==> config.mk <==
export PLATFORM = sky130hd
export DESIGN_NAME = calc_sequencer
export DESIGN_NICKNAME = d
export VERILOG_FILES = /design/src/rtl/calc_pkg.sv /design/src/rtl/calc_cmd_fifo.sv /design/src/rtl/calc_sequencer.sv
export SDC_FILE = /design/constraint.sdc
export NUM_CORES = 1
export LEC_CHECK = 0
export CAP_MARGIN = 10
export CORE_MARGIN = 8
export CORE_UTILIZATION = 56
export CTS_CLUSTER_DIAMETER = 40
export DETAILED_ROUTE_END_ITERATION = 16
export PLACE_DENSITY = 0.83
export SYNTH_ARGS = -nofsm -noshare
export SYNTH_HDL_FRONTEND = slang
export SYNTH_SLANG_ARGS = --single-unit
export TNS_END_PERCENT = 5
==> constraint.sdc <==
create_clock -name clock -period 4.9 [get_ports clock]
set_input_delay 0.49 -clock clock [delete_from_list [all_inputs] [get_ports clock]]
set_output_delay 0.49 -clock clock [all_outputs]
set_load 0.01 [all_outputs]
==> src/rtl/calc_pkg.sv <==
// Shared types for the accumulator calculator and its command sequencer.
package calc_pkg;

  localparam int WIDTH_DEFAULT = 8;

  typedef enum logic [1:0] {
    ADD = 2'd0,
    SUB = 2'd1,
    OR  = 2'd2,
    EQ  = 2'd3
  } calc_op_t;

  typedef enum logic [2:0] {
    S_IDLE,
    S_SETUP,
    S_STRIKE,
    S_CAPTURE,
    S_RESULT
  } seq_state_t;

endpackage

==> src/rtl/calc_cmd_fifo.sv <==
// Command FIFO for the sequencer: power-of-two depth, registered occupancy count.
module calc_cmd_fifo #(
  parameter int DEPTH   = 4,
  parameter int ENTRY_W = 10
) (
  input  logic                     clock,
  input  logic                     Reset,
  input  logic                     push,
  input  logic                     pop,
  input  logic [ENTRY_W-1:0]       wr_data,
  output logic [ENTRY_W-1:0]       rd_data,
  output logic                     full,
  output logic                     empty,
  output logic [$clog2(DEPTH):0]   count
);

  localparam int AW = $clog2(DEPTH);
  localparam logic [AW:0] FULL_COUNT = (AW+1)'(DEPTH);

  logic [ENTRY_W-1:0] mem [DEPTH];
  logic [AW-1:0]      wr_ptr;
  logic [AW-1:0]      rd_ptr;
  logic               do_push;
  logic               do_pop;

  assign full    = (count == FULL_COUNT);
  assign empty   = (count == '0);
  assign do_push = push && !full;
  assign do_pop  = pop && !empty;
  assign rd_data = mem[rd_ptr];

  // Pointers wrap naturally because DEPTH is a power of two.
  always_ff @(posedge clock or posedge Reset) begin
    if (Reset) begin
      wr_ptr <= '0;
      rd_ptr <= '0;
      count  <= '0;
    end else begin
      if (do_push) wr_ptr <= wr_ptr + AW'(1);
      if (do_pop)  rd_ptr <= rd_ptr + AW'(1);
      case ({do_push, do_pop})
        2'b10:   count <= count + (AW+1)'(1);
        2'b01:   count <= count - (AW+1)'(1);
        default: count <= count;
      endcase
    end
  end

  always_ff @(posedge clock) begin
    if (do_push) mem[wr_ptr] <= wr_data;
  end

endmodule

==> src/rtl/calc_sequencer.sv <==
// Replays queued (op, operand) commands onto the calculator with a single-cycle
// Enter strike and hands each captured NumOut back through a valid/ready port.
module calc_sequencer
  import calc_pkg::*;
#(
  parameter int DEPTH = 4,
  parameter int WIDTH = WIDTH_DEFAULT
) (
  input  logic                     clock,
  input  logic                     Reset,
  input  logic                     CmdValid,
  output logic                     CmdReady,
  input  logic [1:0]               CmdOp,
  input  logic [WIDTH-1:0]         CmdNum,
  output logic                     Enter,
  output logic [WIDTH-1:0]         NumIn,
  output logic [1:0]               OpIn,
  input  logic [WIDTH-1:0]         NumOut,
  output logic                     ResValid,
  input  logic                     ResReady,
  output logic [WIDTH-1:0]         ResNum,
  output logic [$clog2(DEPTH):0]   Count,
  output logic                     Busy
);

  seq_state_t         state;
  logic               pop;
  logic               fifo_full;
  logic               fifo_empty;
  logic [WIDTH+1:0]   head;

  calc_cmd_fifo #(
    .DEPTH   (DEPTH),
    .ENTRY_W (WIDTH + 2)
  ) u_fifo (
    .clock   (clock),
    .Reset   (Reset),
    .push    (CmdValid),
    .pop     (pop),
    .wr_data ({CmdOp, CmdNum}),
    .rd_data (head),
    .full    (fifo_full),
    .empty   (fifo_empty),
    .count   (Count)
  );

  assign CmdReady = !fifo_full;

  // Pops happen only from registered state, so a fresh push is never bypassed.
  assign pop = !fifo_empty && ((state == S_IDLE) || (state == S_RESULT && ResReady));

  always_ff @(posedge clock or posedge Reset) begin
    if (Reset) begin
      state    <= S_IDLE;
      Enter    <= 1'b0;
      NumIn    <= '0;
      OpIn     <= '0;
      ResValid <= 1'b0;
      ResNum   <= '0;
      Busy     <= 1'b0;
    end else begin
      case (state)
        S_IDLE: begin
          if (pop) begin
            {OpIn, NumIn} <= head;
            state         <= S_SETUP;
            Busy          <= 1'b1;
          end
        end
        S_SETUP: begin
          Enter <= 1'b1;
          state <= S_STRIKE;
        end
        S_STRIKE: begin
          Enter <= 1'b0;
          state <= S_CAPTURE;
        end
        S_CAPTURE: begin
          ResNum   <= NumOut;
          ResValid <= 1'b1;
          state    <= S_RESULT;
        end
        S_RESULT: begin
          if (ResReady) begin
            ResValid <= 1'b0;
            if (pop) begin
              {OpIn, NumIn} <= head;
              state         <= S_SETUP;
            end else begin
              state <= S_IDLE;
              Busy  <= 1'b0;
            end
          end
        end
        default: begin
          state <= S_IDLE;
          Enter <= 1'b0;
          Busy  <= 1'b0;
        end
      endcase
    end
  end

endmodule
# Yosys cells after proc, flatten, opt, wreduce, memory -nomap -nowiden
# Memory sizes are Yosys's and may differ from the RTL's.
# Index checks and enable logic that the tools add are counted.
# W data, S select, Z words.
[op_classes]
addsub = 4
mul = 0
n_div = 0
order_cmp = 0
n_eq_ne = 10
n_shift = 0
mux = 20
bitwise = 1
reduce_logical = 18
[op_table]
columns = ["op", "n"]
rows = [
  ["$mux W8", 2],
  ["$pmux W8 S2", 1],
  ["$pmux W3 S5", 1],
  ["$mux W1", 7],
  ["$eq A3 B2 Y1 const B", 2],
  ["$eq A3 B3 Y1 const B", 2],
  ["$logic_not A3 Y1", 2],
  ["$mux W3", 2],
  ["$pmux W3 S2", 1],
  ["$reduce_and A2 Y1", 3],
  ["$reduce_bool A2 Y1", 3],
  ["$reduce_or A3 Y1", 2],
  ["$add A2 B1 Y2 const B", 2],
  ["$logic_and A1 B1 Y1", 4],
  ["$mux W2", 2],
  ["$ne A2 B2 Y1 const B", 2],
  ["$pmux W1 S2", 2],
  ["$pmux W2 S2", 1],
  ["$reduce_and A4 Y1", 1],
  ["$add A3 B1 Y3 const B", 1],
  ["$eq A3 B1 Y1 const B", 1],
  ["$pmux W1 S3", 1],
  ["$sub A3 B1 Y3 const B", 1],
  ["$eq A2 B1 Y1 const B", 1],
  ["other kinds (5)", 6],
]
[word_totals]
ff_bits = 31
latchBits = 0
ram_bits = 40
rom_bits = 0
in_bits = 22
out_inout_bits = 25
wordCells = 64
mem_count = 1
[memory_table]
columns = ["memory", "depth", "word_bits", "read_ports", "rd_ports_with_merged_regs", "write_ports", "line", "source"]
rows = [
  ["u_fifo.mem", 4, 10, 1, 0, 1, "calc_cmd_fifo.sv:20", "logic [ENTRY_W-1:0] mem [DEPTH];"],
]

# Depth between registers and ports, before layout
# Gate-level depths: netlist of run 1.
[logic_depth]
depth_word = 7
ltp_mapped = 11
depth_no_buf = 9

# Hierarchy
# Synthesis of run 1 repeated with hierarchy kept, for this count alone.
[hier_totals]
cells_unflattened = 159
hier_area_um2 = 2902.8
[by_module_without_submodules]
columns = ["mod", "instances", "cells_per_inst", "area_each_um2", "seq_area_each_um2"]
rows = [
  ["calc_cmd_fifo", 1, 90, 1889.3, 1376.3],
  ["calc_sequencer", 1, 69, 1013.5, 600.6],
]

# Least setup slack after synthesis of run 1
# Ideal clock, no wire load.
[synth_timing]
kind = "reg2reg"
start = "reg u_fifo.count[0]"
end = "reg u_fifo.count[2]"
t_arrival_ns = 2.066
t_required_ns = 4.821
path_slack_ns = 2.755
path_stages_with_launch = 10
n_path_buf = 0
period_less_slack_ns = 2.145
path_cell_list = "dfrtp_1 or3b_4 and2_4 inv_1 ha_1 inv_1 fa_1 xor2_1 nor2_1 xor2_1"
[synth_rtl]
columns = ["item", "line", "source"]
rows = [
  ["start, declared", "calc_cmd_fifo.sv:14", "output logic [$clog2(DEPTH):0] count"],
  ["start signal, assigned", "calc_cmd_fifo.sv:42", "2'b10: count <= count + (AW+1)'(1);"],
  ["start signal, assigned", "calc_cmd_fifo.sv:43", "2'b01: count <= count - (AW+1)'(1);"],
  ["start signal, assigned", "calc_cmd_fifo.sv:44", "default: count <= count;"],
  ["$eq A3 B3 Y1 (*)", "calc_cmd_fifo.sv:26", "assign full = (count == FULL_COUNT);"],
  ["$logic_not A1 Y1 (*)", "n/a", ""],
  ["net CmdReady", "calc_sequencer.sv:12", "output logic CmdReady,"],
  ["$logic_and A1 B1 Y1 (*)", "calc_cmd_fifo.sv:28", "assign do_push = push && !full;"],
  ["$eq A2 B1 Y1 or $eq A2 B2 Y1 (tied branches)", "calc_cmd_fifo.sv:41", "case ({do_push, do_pop})"],
  ["$pmux W3 S2 or $reduce_bool A2 Y1 (tied branches)", "n/a", ""],
]
# The timed path passes the listed nets; every way through them passes the cells marked *.
# A chain may end at the register's enable or synchronous reset.

# Final worst setup path of run 1
[layout_timing]
start = "in ResReady"
end = "reg u_fifo.count[2]"
[layout_between]
elab_chain_len = 6
[layout_rtl]
columns = ["item", "line", "source"]
rows = [
  ["start, declared", "calc_sequencer.sv:20", "input logic ResReady,"],
  ["$logic_and A1 B1 Y1 (*)", "calc_sequencer.sv:50", "assign pop = !fifo_empty && ((state == S_IDLE) || (state == S_RESULT && ResReady));"],
  ["$logic_or A1 B1 Y1 (*)", "calc_sequencer.sv:50", ""],
  ["$logic_and A1 B1 Y1 (*)", "calc_sequencer.sv:50", ""],
  ["$logic_and A1 B1 Y1 (*)", "calc_cmd_fifo.sv:29", "assign do_pop = pop && !empty;"],
  ["net u_fifo.do_pop", "calc_cmd_fifo.sv:24", "logic do_pop;"],
  ["$eq A2 B1 Y1 or $eq A2 B2 Y1 (tied branches)", "calc_cmd_fifo.sv:41", ""],
  ["$pmux W3 S2 or $reduce_bool A2 Y1 (tied branches)", "n/a", ""],
]
# Marked as above.

==> results.md, run 1 <==
* Post-synth top area cell: edfxtp_1
* Netlist cell types at 33
* Worst path slowest cell: clkdlybuf4s50_1
* Max cap viols at 0
* Final antenna-violating net count at 0
* Detailed-router iteration count before antenna repair at 4
* Worst slew margin at 54.4%
* M2 GR Usage at 23.0%
* Buffers on Ports at 46
* Worst-margin pin slew at 684 ps
* Initial antenna violation count at 0
* Cell count after synthesis at 155
* Synth area leaders: edfxtp_1, dfrtp_1, mux2_2, mux4_2, ha_1
* WL/cell at 17.6 µm
* CTS Sinks at 71
* Avg Cell Area, Syn at 18.3 µm²
* Synth Cell Area at 2840 µm²
* Setup TNS at 0 ps
* LEAKAGE at 1.37 nW
* HP Class: in -> async
* Number of top-level pins at 47
* Final period util at 48.9%
* Min cycle time layout at 2400 ps
* Layout area overhead at 25.8%
* Starting density of the core at 56.6%
* Total CTS buffers at 9
* Post-cts repair resize count at 0
* Yosys warns at 0
* Mapped Nets at 183
* Routed vias/inst at 5.22
* Routed wire length at 4.99 mm
* Crit Path Max Fanout at 12
* Clock skew at 9.62 ps
* Setup Buffers After CTS at 0
* Max Slew Vio Count at 0
* Row count at 26
* Status: complete, no violations
* Largest delay share family, worst path: buffers and inverters
* Max Fclk at 417 MHz
* Ant diodes at 0
* DRC viols at 0
* Power Dens Cells at 638 nW/µm²
* Chip height at 87.2 µm
* Critical Path RT at 5160 ps
* TritonCTS clock tree: built
* Busiest layer in global routing: met2
* Worst setup EP type: flip-flop
* Final hold violation count at 0
* Initial DRC Count at 66
* CORE AREA at 5010 µm²
* Crit-path cells: clkdlybuf4s50_1 > nand2b_1 > nand3_2 > inv_1 > ha_1 > inv_1 > fa_1 > xor2_1 > nor2_1 > xor2_1
* Count of nets after finishing at 236
* HPWL Detailed at 3.39 mm
* Critical Path Max Stage Delay at 510 ps
* Seq pwr share at 44.1%
* Combinational share of power at 36.7%
* FF-to-FF path depth at 9
* Hold slack at 509 ps
* CP Launch Type: input pin
* Vias in the first global route at 1,611
* Yosys reg bits at 71
* Critical Path AT at 2650 ps
* Gr ovfl total at 0
* CTS H-tree depth at 3
* Most frequent cells in the layout: clkdlybuf4s50_1, edfxtp_1, dfrtp_1, mux2_2, clkbuf_8
* Placed inst area at 3350 µm²
* Clock Power Share at 19.3%
* Final setup violation count at 0
* Yosys top cell area share at 42.3%
* WS Path Type: in -> reg
* Sw power at 702 µW
* DIE AREA at 7600 µm²
* Pin count of the biggest net entering global routing at 32
* Buf/Inv on CP at 3
* Routed vias at 1,476
* Max clock buf depth at 2
* Reg clk slew, reported paths at 80 ps
* Final core utilization at 71.3%
* Global Route met3 Usage at 5.85%
* Clk_lat worst skew at 340 ps
* RSZ-0062 raised after global routing: no
* Critical path depth in cells at 10
* Gpl congestion at 0.734
* CTS root buf: clkbuf_8
* Hold-fix buffers, CTS at 0
* Layout cells sized above 1 at 23.0%
* Global-route wire length before repair at 8.07 mm
* Switching portion of total power at 30.8%
* Post-synthesis sequential area ratio at 69.7%
* Leading cell type in the layout, fill and taps excluded: clkdlybuf4s50_1
* VDD IR max at 0.387 mV
* Final Instance Area at 3570 µm²
* Overall Global Routing Usage at 14.5%
* Die X at 87.2 µm
* Grt met1 use at 17.0%
* Internal at 1.58 mW
-- metrics by stage --
stage	worst slack (ps)	power (mW)	instances
floorplan	2760	1.53	155
global placement	2250	1.82	266
detailed placement	2150	1.86	266
CTS	2490	2.31	282
global route	2340	2.42	283
finish	2500	2.28	283
-- area by class of cell --
cell class              count  area, µm²
clock buffers              12        166
clock inverters             4       27.5
fillers                   344       1440
inverters                   9       33.8
multi-input cells          70        791
flip-flops and latches     71       1980
well taps                  70       87.6
repair buffers             47        488
-- synth_stat cells --
cell type	count
o31ai_1	2
clkbuf_2	1
nand3_2	1
nor2_4	1
and2_4	1
nand4_1	1
and2b_1	1
clkbuf_1	1
buf_6	2
nor2_1	3
dfrtp_1	31
and3_1	4
mux2_4	1
a21oi_1	3
mux2i_1	1
or3b_4	1
xor2_1	2
o21ai_0	1
inv_1	9
a22o_1	1
o211ai_1	1
xnor2_1	5
edfxtp_1	40
mux4_1	2
mux4_2	8
buf_2	1
a211oi_1	1
ha_1	5
nand2_2	1
or3_4	1
mux2_2	18
nand2b_1	3
fa_1	1
-- final timing paths --
path	startpoint	end	slack [ps]
setup reg to reg	state[1]	u_fifo.count[2]	2620
max in group asynchronous	Reset	OpIn[0]	3880
min in group clock	ResNum[2]	ResNum[2]	510
hold reg to reg	ResNum[2]	ResNum[2]	510
setup / recovery	ResReady	u_fifo.count[2]	2500
hold / removal	Reset	ResNum[7]	510
-- per-layer routing --
layer / share of wire (%) / up-vias
met1: 41 / 745
met3: 6.7 / 5
met2: 51 / 41
met4: 1.2 / 0
li1: - / 685
met5: 0 / -
-- power groups by stage --
stage / clock network, mW / logic [mW] / registers [mW]
6_report: 0.439 / 0.836 / 1.01
2_1_floorplan: 0 / 0.546 / 0.984
3_3_place_gp: 0 / 0.811 / 1.00
4_1_cts: 0.447 / 0.851 / 1.01
3_5_place_dp: 0 / 0.846 / 1.02
5_1_grt: 0.474 / 0.912 / 1.03
-- cell families after synthesis --
kind of cell / synth area share [%]
buffers and inverters: 2.47
AND/OR/NAND/NOR: 4.50
AO/OA/AOI/OAI: 2.07
multiplexers: 16.2
adder cells (fa/ha/maj): 2.91
flip-flops: 69.7
XOR/XNOR: 2.16
-- state kept, by name, indices dropped and copies added (netlist names) --
signal / flops
u_fifo.count: 3
Busy: 1
u_fifo.mem: 40
OpIn: 2
u_fifo.wr_ptr: 2
u_fifo.rd_ptr: 2
ResNum: 8
state: 3
Enter: 1
ResValid: 1
NumIn: 8
No activity file was read; power rests on OpenSTA's default activity.
==> run 2, diff against run 1 <==
Settings changed: CORE_UTILIZATION 56 to 47, PLACE_DENSITY 0.83 to 0.75.
Clock period 4.9 ns to 1.9 ns, I/O delays scaled along.
==> results.md, run 2 (same netlist as run 1, synthesis figures left out) <==
* Total CTS buffers at 9
* Overall Global Routing Usage at 14.1%
* Most frequent cells in the layout: clkdlybuf4s50_1, edfxtp_1, dfrtp_1, mux2_2, buf_4
* Placed inst area at 3510 µm²
* HP Class: in -> async
* RR Endpoint: u_fifo.count[2]
* Die X at 93.7 µm
* Place WS at -165 ps
* Final antenna-violating net count at 0
* Max Slew Vio Count at 0
* Final period util at 103%
* CORE AREA at 5890 µm²
* CTS Sinks at 71
* Met2 wire length at 2.81 mm
* Final Instance Area at 3730 µm²
* Status: complete, but fails checks
* Starting density of the core at 48.2%
* Critical Path RT at 2180 ps
* Final hold violation count at 0
* Worst setup EP type: flip-flop
* Detailed-router iteration count before antenna repair at 4
* Beginning of the critical path: u_fifo.count[0]
* Initial antenna violation count at 0
* Reg clk slew, reported paths at 80 ps
* Clk_lat worst skew at 350 ps
* Worst R2R Setup Slack at -70 ps
* Highest layer used for signal routing: met4
* Global-route wire length before repair at 9.08 mm
* WL/cell at 18.3 µm
* Worst r2r src: u_fifo.count[0]
* Ant diodes at 0
* VDD IR max at 0.769 mV
* Fill count at 412
* Vias in the first global route at 1,782
* Final setup violation count at 1
* Routed vias at 1,576
* Critical Path Max Stage Delay at 410 ps
* Wire length on met1 at 2.26 mm
* Layout area overhead at 31.4%
* CTS H-tree depth at 3
* Pin count of the biggest net entering global routing at 32
* Layout cells sized above 1 at 32.0%
* Most flops, register: u_fifo.mem
* CTS root buf: clkbuf_8
* Met3 WL at 388 µm
* Gpl congestion at 0.775
* TritonCTS clock tree: built
* Clock skew at 7.01 ps
* HPWL Detailed at 3.86 mm
* Gr ovfl total at 0
* Worst slew margin at 68.0%
* Post-Place Cells at 290
* Min cycle time layout at 1970 ps
* Power Dens Cells at 1700 nW/µm²
* Number of top-level pins at 47
* LEAKAGE at 1.45 nW
* Max cap viols at 0
* Max clock buf depth at 2
* Crit path to: u_fifo.count[2]
* Max Fclk at 509 MHz
* RSZ-0062 raised after global routing: yes
* Routed wire length at 5.59 mm
* Total power at 6.33 mW
* Initial DRC Count at 77
* Register area at 1980 µm²
* Chip height at 93.7 µm
* Final Non-Filler Cells at 306
* DIE AREA at 8780 µm²
* Critical Path AT at 2240 ps
* CP Launch Type: flip-flop
* Leading cell type in the layout, fill and taps excluded: clkdlybuf4s50_1
* Worst path slowest cell: dfrtp_2
* Failing checks: setup timing
* Crit Path Max Fanout at 2
* FF-to-FF path depth at 9
* Biggest regs: u_fifo.mem x40, NumIn x8, ResNum x8
* Combined area of the multi-input logic cells at 813 µm²
* Routed vias/inst at 5.15
* Crit-path cells: or3b_4 > and2_4 > inv_2 > ha_4 > inv_2 > fa_2 > xor2_1 > nor2_1 > xor2_1
* Final Worst Setup Slack at -65.7 ps
* Row count at 28
* Worst-margin pin slew at 481 ps
* DRC viols at 0
* Setup Buffers After CTS at 0
* WS Path Type: reg -> reg
* Max reg flops at 40
* Count of nets after finishing at 254
* Buffers on Ports at 46
-- run 2: cell types whose count changed in the layout (fill, tap and decap cells not counted), sizes merged --
cell           delta
buf              +18
bufinv            +1
clkinvlp          +1
inv               +2
dlygate4sd2       +1
clkdlybuf4s50     -1
clkinv            -1
clkbuf            -3
-- run 2: layout make-up --
cell class	instances	share of cell area, %
Clock buffer	9	3.32
Clock inverter	7	2.15
Inverter	9	0.906
Multi-Input combinational cell	70	21.8
Sequential cell	71	53.1
Tap cell	75	2.52
Timing Repair Buffer	65	16.2
-- run 2: power by group --
part	total, mW	internal, mW	switching (mW)
clock	1.24	0.621	0.614
sequential	2.48	2.18	0.300
combinational	2.62	1.53	1.09
-- run 2: worst max-delay path: cells and delay by family (launching register included) --
family,cells,cell delay [ps]
xor gates and xnor gates,2,290
buffers and inverters,2,90
and+or+nand+nor,3,660
adders and majority gates,2,450
DFF,1,410
-- run 2: per-layer routing --
| layer | vias up | GRT usage (%) |
|---|---|---|
| met5 | - | 0 |
| met4 | 0 | 8.19 |
| met3 | 11 | 4.48 |
| met2 | 61 | 23.3 |
| met1 | 784 | 15.5 |
| li1 | 720 | - |
-- run 2: per-stage QoR --
stage                     setup TNS, ps  hold slack (ps)  util (%)
after floorplan                    -218              289         -
after global placement             -110              487      59.7
after detailed placement           -232              495      59.7
after CTS                          -112              238      63.2
after global routing               -258              280      63.4
final                             -65.7              236      63.4
-- run 2: how the worst min path moves through the flow --
stage,from,end,slack (ps),cells after the start
6_report,Reset,NumIn[7],240,3
5_1_grt,Reset,OpIn[0],280,3
3_5_place_dp,ResNum[2],ResNum[2],490,1
3_3_place_gp,ResNum[1],ResNum[1],490,1
4_1_cts,Reset,OpIn[0],240,3
2_1_floorplan,Reset,Busy,290,1
-- run 2: repair_timing --
action / in CTS / in global routing
pin swaps: 5 / 1
hold buffers: 0 / 0
gates resized for setup: 2 / 2
endpoints found under the setup margin: 3 / 2
==> run 3, diff against run 2 <==
--- a/config.mk
+++ b/config.mk
@@ -11,2 +11,3 @@
 export CTS_CLUSTER_DIAMETER = 40
+export CTS_CLUSTER_SIZE = 25
 export DETAILED_ROUTE_END_ITERATION = 16
--- a/constraint.sdc
+++ b/constraint.sdc
@@ -3,2 +3,2 @@
 set_output_delay 0.19 -clock clock [all_outputs]
-set_load 0.01 [all_outputs]
+set_load 0.02 [all_outputs]
==> results.md, run 3 (same netlist as run 1, synthesis figures left out) <==
* Gr ovfl total at 0
* Buffers on Ports at 46
* Hold-fix buffers, CTS at 0
* Internal at 4.60 mW
* HP Class: in -> async
* Initial DRC Count at 60
* Status: complete, but fails checks
* Beginning of the critical path: u_fifo.count[1]
* Critical Path Max Stage Delay at 420 ps
* Final Worst Setup Slack at -68.1 ps
* Layout area overhead at 33.3%
* Routed vias/inst at 5.15
* Most frequent cells in the layout: clkdlybuf4s50_1, edfxtp_1, dfrtp_1, mux2_2, buf_4
* Starting density of the core at 48.2%
* Worst r2r src: u_fifo.count[1]
* TritonCTS clock tree: built
* Max reg flops at 40
* Sw power at 2.11 mW
* Max Fclk at 508 MHz
* Final Instance Area at 3780 µm²
* RSZ-0062 raised after global routing: yes
* Row count at 28
* Final period util at 104%
* Combinational share of power at 41.9%
* Gpl congestion at 0.757
* Overall Global Routing Usage at 13.7%
* Max cap viols at 0
* Power Dens Cells at 1770 nW/µm²
* Fill count at 411
* Final setup violation count at 2
* Detailed-router iteration count before antenna repair at 4
* Final antenna-violating net count at 0
* Max clock buf depth at 2
* Most flops, register: u_fifo.mem
* Die X at 93.7 µm
* Worst-margin pin slew at 492 ps
* Global-route wire length before repair at 8.92 mm
* WS Path Type: reg -> reg
* Post-Place Cells at 289
* Clock skew at 11.9 ps
* Failing checks: setup timing
* Biggest regs: u_fifo.mem x40, NumIn x8, ResNum x8
* DIE AREA at 8780 µm²
* Switching portion of total power at 31.5%
* CTS root buf: clkbuf_8
* Worst slew margin at 67.2%
* LEAKAGE at 1.47 nW
* HPWL Detailed at 3.73 mm
* Chip height at 93.7 µm
* Pin count of the biggest net entering global routing at 32
* Vias in the first global route at 1,742
* Placed inst area at 3530 µm²
* Count of nets after finishing at 253
* CTS Sinks at 71
* Clock Power Share at 21.0%
* Max Slew Vio Count at 0
* Seq pwr share at 37.1%
* Min cycle time layout at 1970 ps
* CP Launch Type: flip-flop
* DRC viols at 0
* Number of top-level pins at 47
* Worst setup EP type: flip-flop
* Clk_lat worst skew at 350 ps
* Hold slack at 180 ps
* Worst path slowest cell: dfrtp_2
* Setup Buffers After CTS at 0
* Critical Path RT at 2170 ps
* Crit Path Max Fanout at 2
* Reg clk slew, reported paths at 80 ps
* Total CTS buffers at 9
* Worst R2R Setup Slack at -70 ps
* Routed vias at 1,571
* Critical Path AT at 2240 ps
* Routed wire length at 5.34 mm
* Leading cell type in the layout, fill and taps excluded: clkdlybuf4s50_1
* Initial antenna violation count at 0
* CTS H-tree depth at 3
* Final core utilization at 64.3%
* VDD IR max at 0.936 mV
* Setup TNS at -84.8 ps
* Ant diodes at 0
* Layout cells sized above 1 at 32.2%
* WL/cell at 17.5 µm
* Final Non-Filler Cells at 305
* CORE AREA at 5890 µm²
* Crit-path cells: or3b_4 > and2_4 > inv_2 > ha_4 > inv_2 > fa_2 > xor2_1 > nor2_1 > xor2_1
* Final hold violation count at 0
## run 3: final timing paths
kind	endpoint	cells after the start
setup / recovery	u_fifo.count[2]	9
hold / removal	ResNum[0]	3
setup reg to reg	u_fifo.count[2]	9
hold reg to reg	NumIn[0]	1
max in group asynchronous	u_fifo.count[1]	3
min in group clock	ResNum[5]	2
## run 3: power by group through the flow
stage | Clock [mW] | Combinational, mW | Sequential [mW]
2_1_floorplan | 0 | 1.45 | 2.74
3_3_place_gp | 0 | 2.71 | 2.48
3_5_place_dp | 0 | 2.83 | 2.52
4_1_cts | 1.45 | 2.83 | 2.49
5_1_grt | 1.51 | 3.04 | 2.56
6_report | 1.41 | 2.81 | 2.49
## run 3: cell type report
cell class	count	area, µm²	share of cell area, %
flip-flops and latches	71	1980	52.3
inverters	9	36.3	0.959
multi-input cells	70	813	21.5
repair buffers	64	623	16.5
clock inverters	6	109	2.88
well taps	75	93.8	2.48
clock buffers	10	128	3.37
## run 3: stage by stage
stage | setup slack [ps] | total power [mW]
final | -68.1 | 6.71
after global routing | -179 | 7.11
after CTS | -65.5 | 6.78
after detailed placement | -154 | 5.35
after global placement | -115 | 5.19
after floorplan | -208 | 4.20
## run 3: routing by layer
layer  track usage (%)  wire [µm]
met5                 0          0
met4              8.98        115
met3              4.16        338
met2              21.6       2640
met1              16.0       2240
## run 3: timing repair
| item | in CTS | in global routing |
|---|---|---|
| cloned | 0 | 0 |
| resized for setup | 2 | 3 |
| setup endpoints to repair | 3 | 2 |
| pin swaps | 5 | 1 |
## run 3: worst max-delay path, delay by kind of cell, from the launching register on
family / cells / cell delay [ps]
XOR/XNOR: 2 / 290
AND/OR/NAND/NOR: 3 / 640
flip-flops: 1 / 420
buffers and inverters: 2 / 90
adder cells (fa/ha/maj): 2 / 440
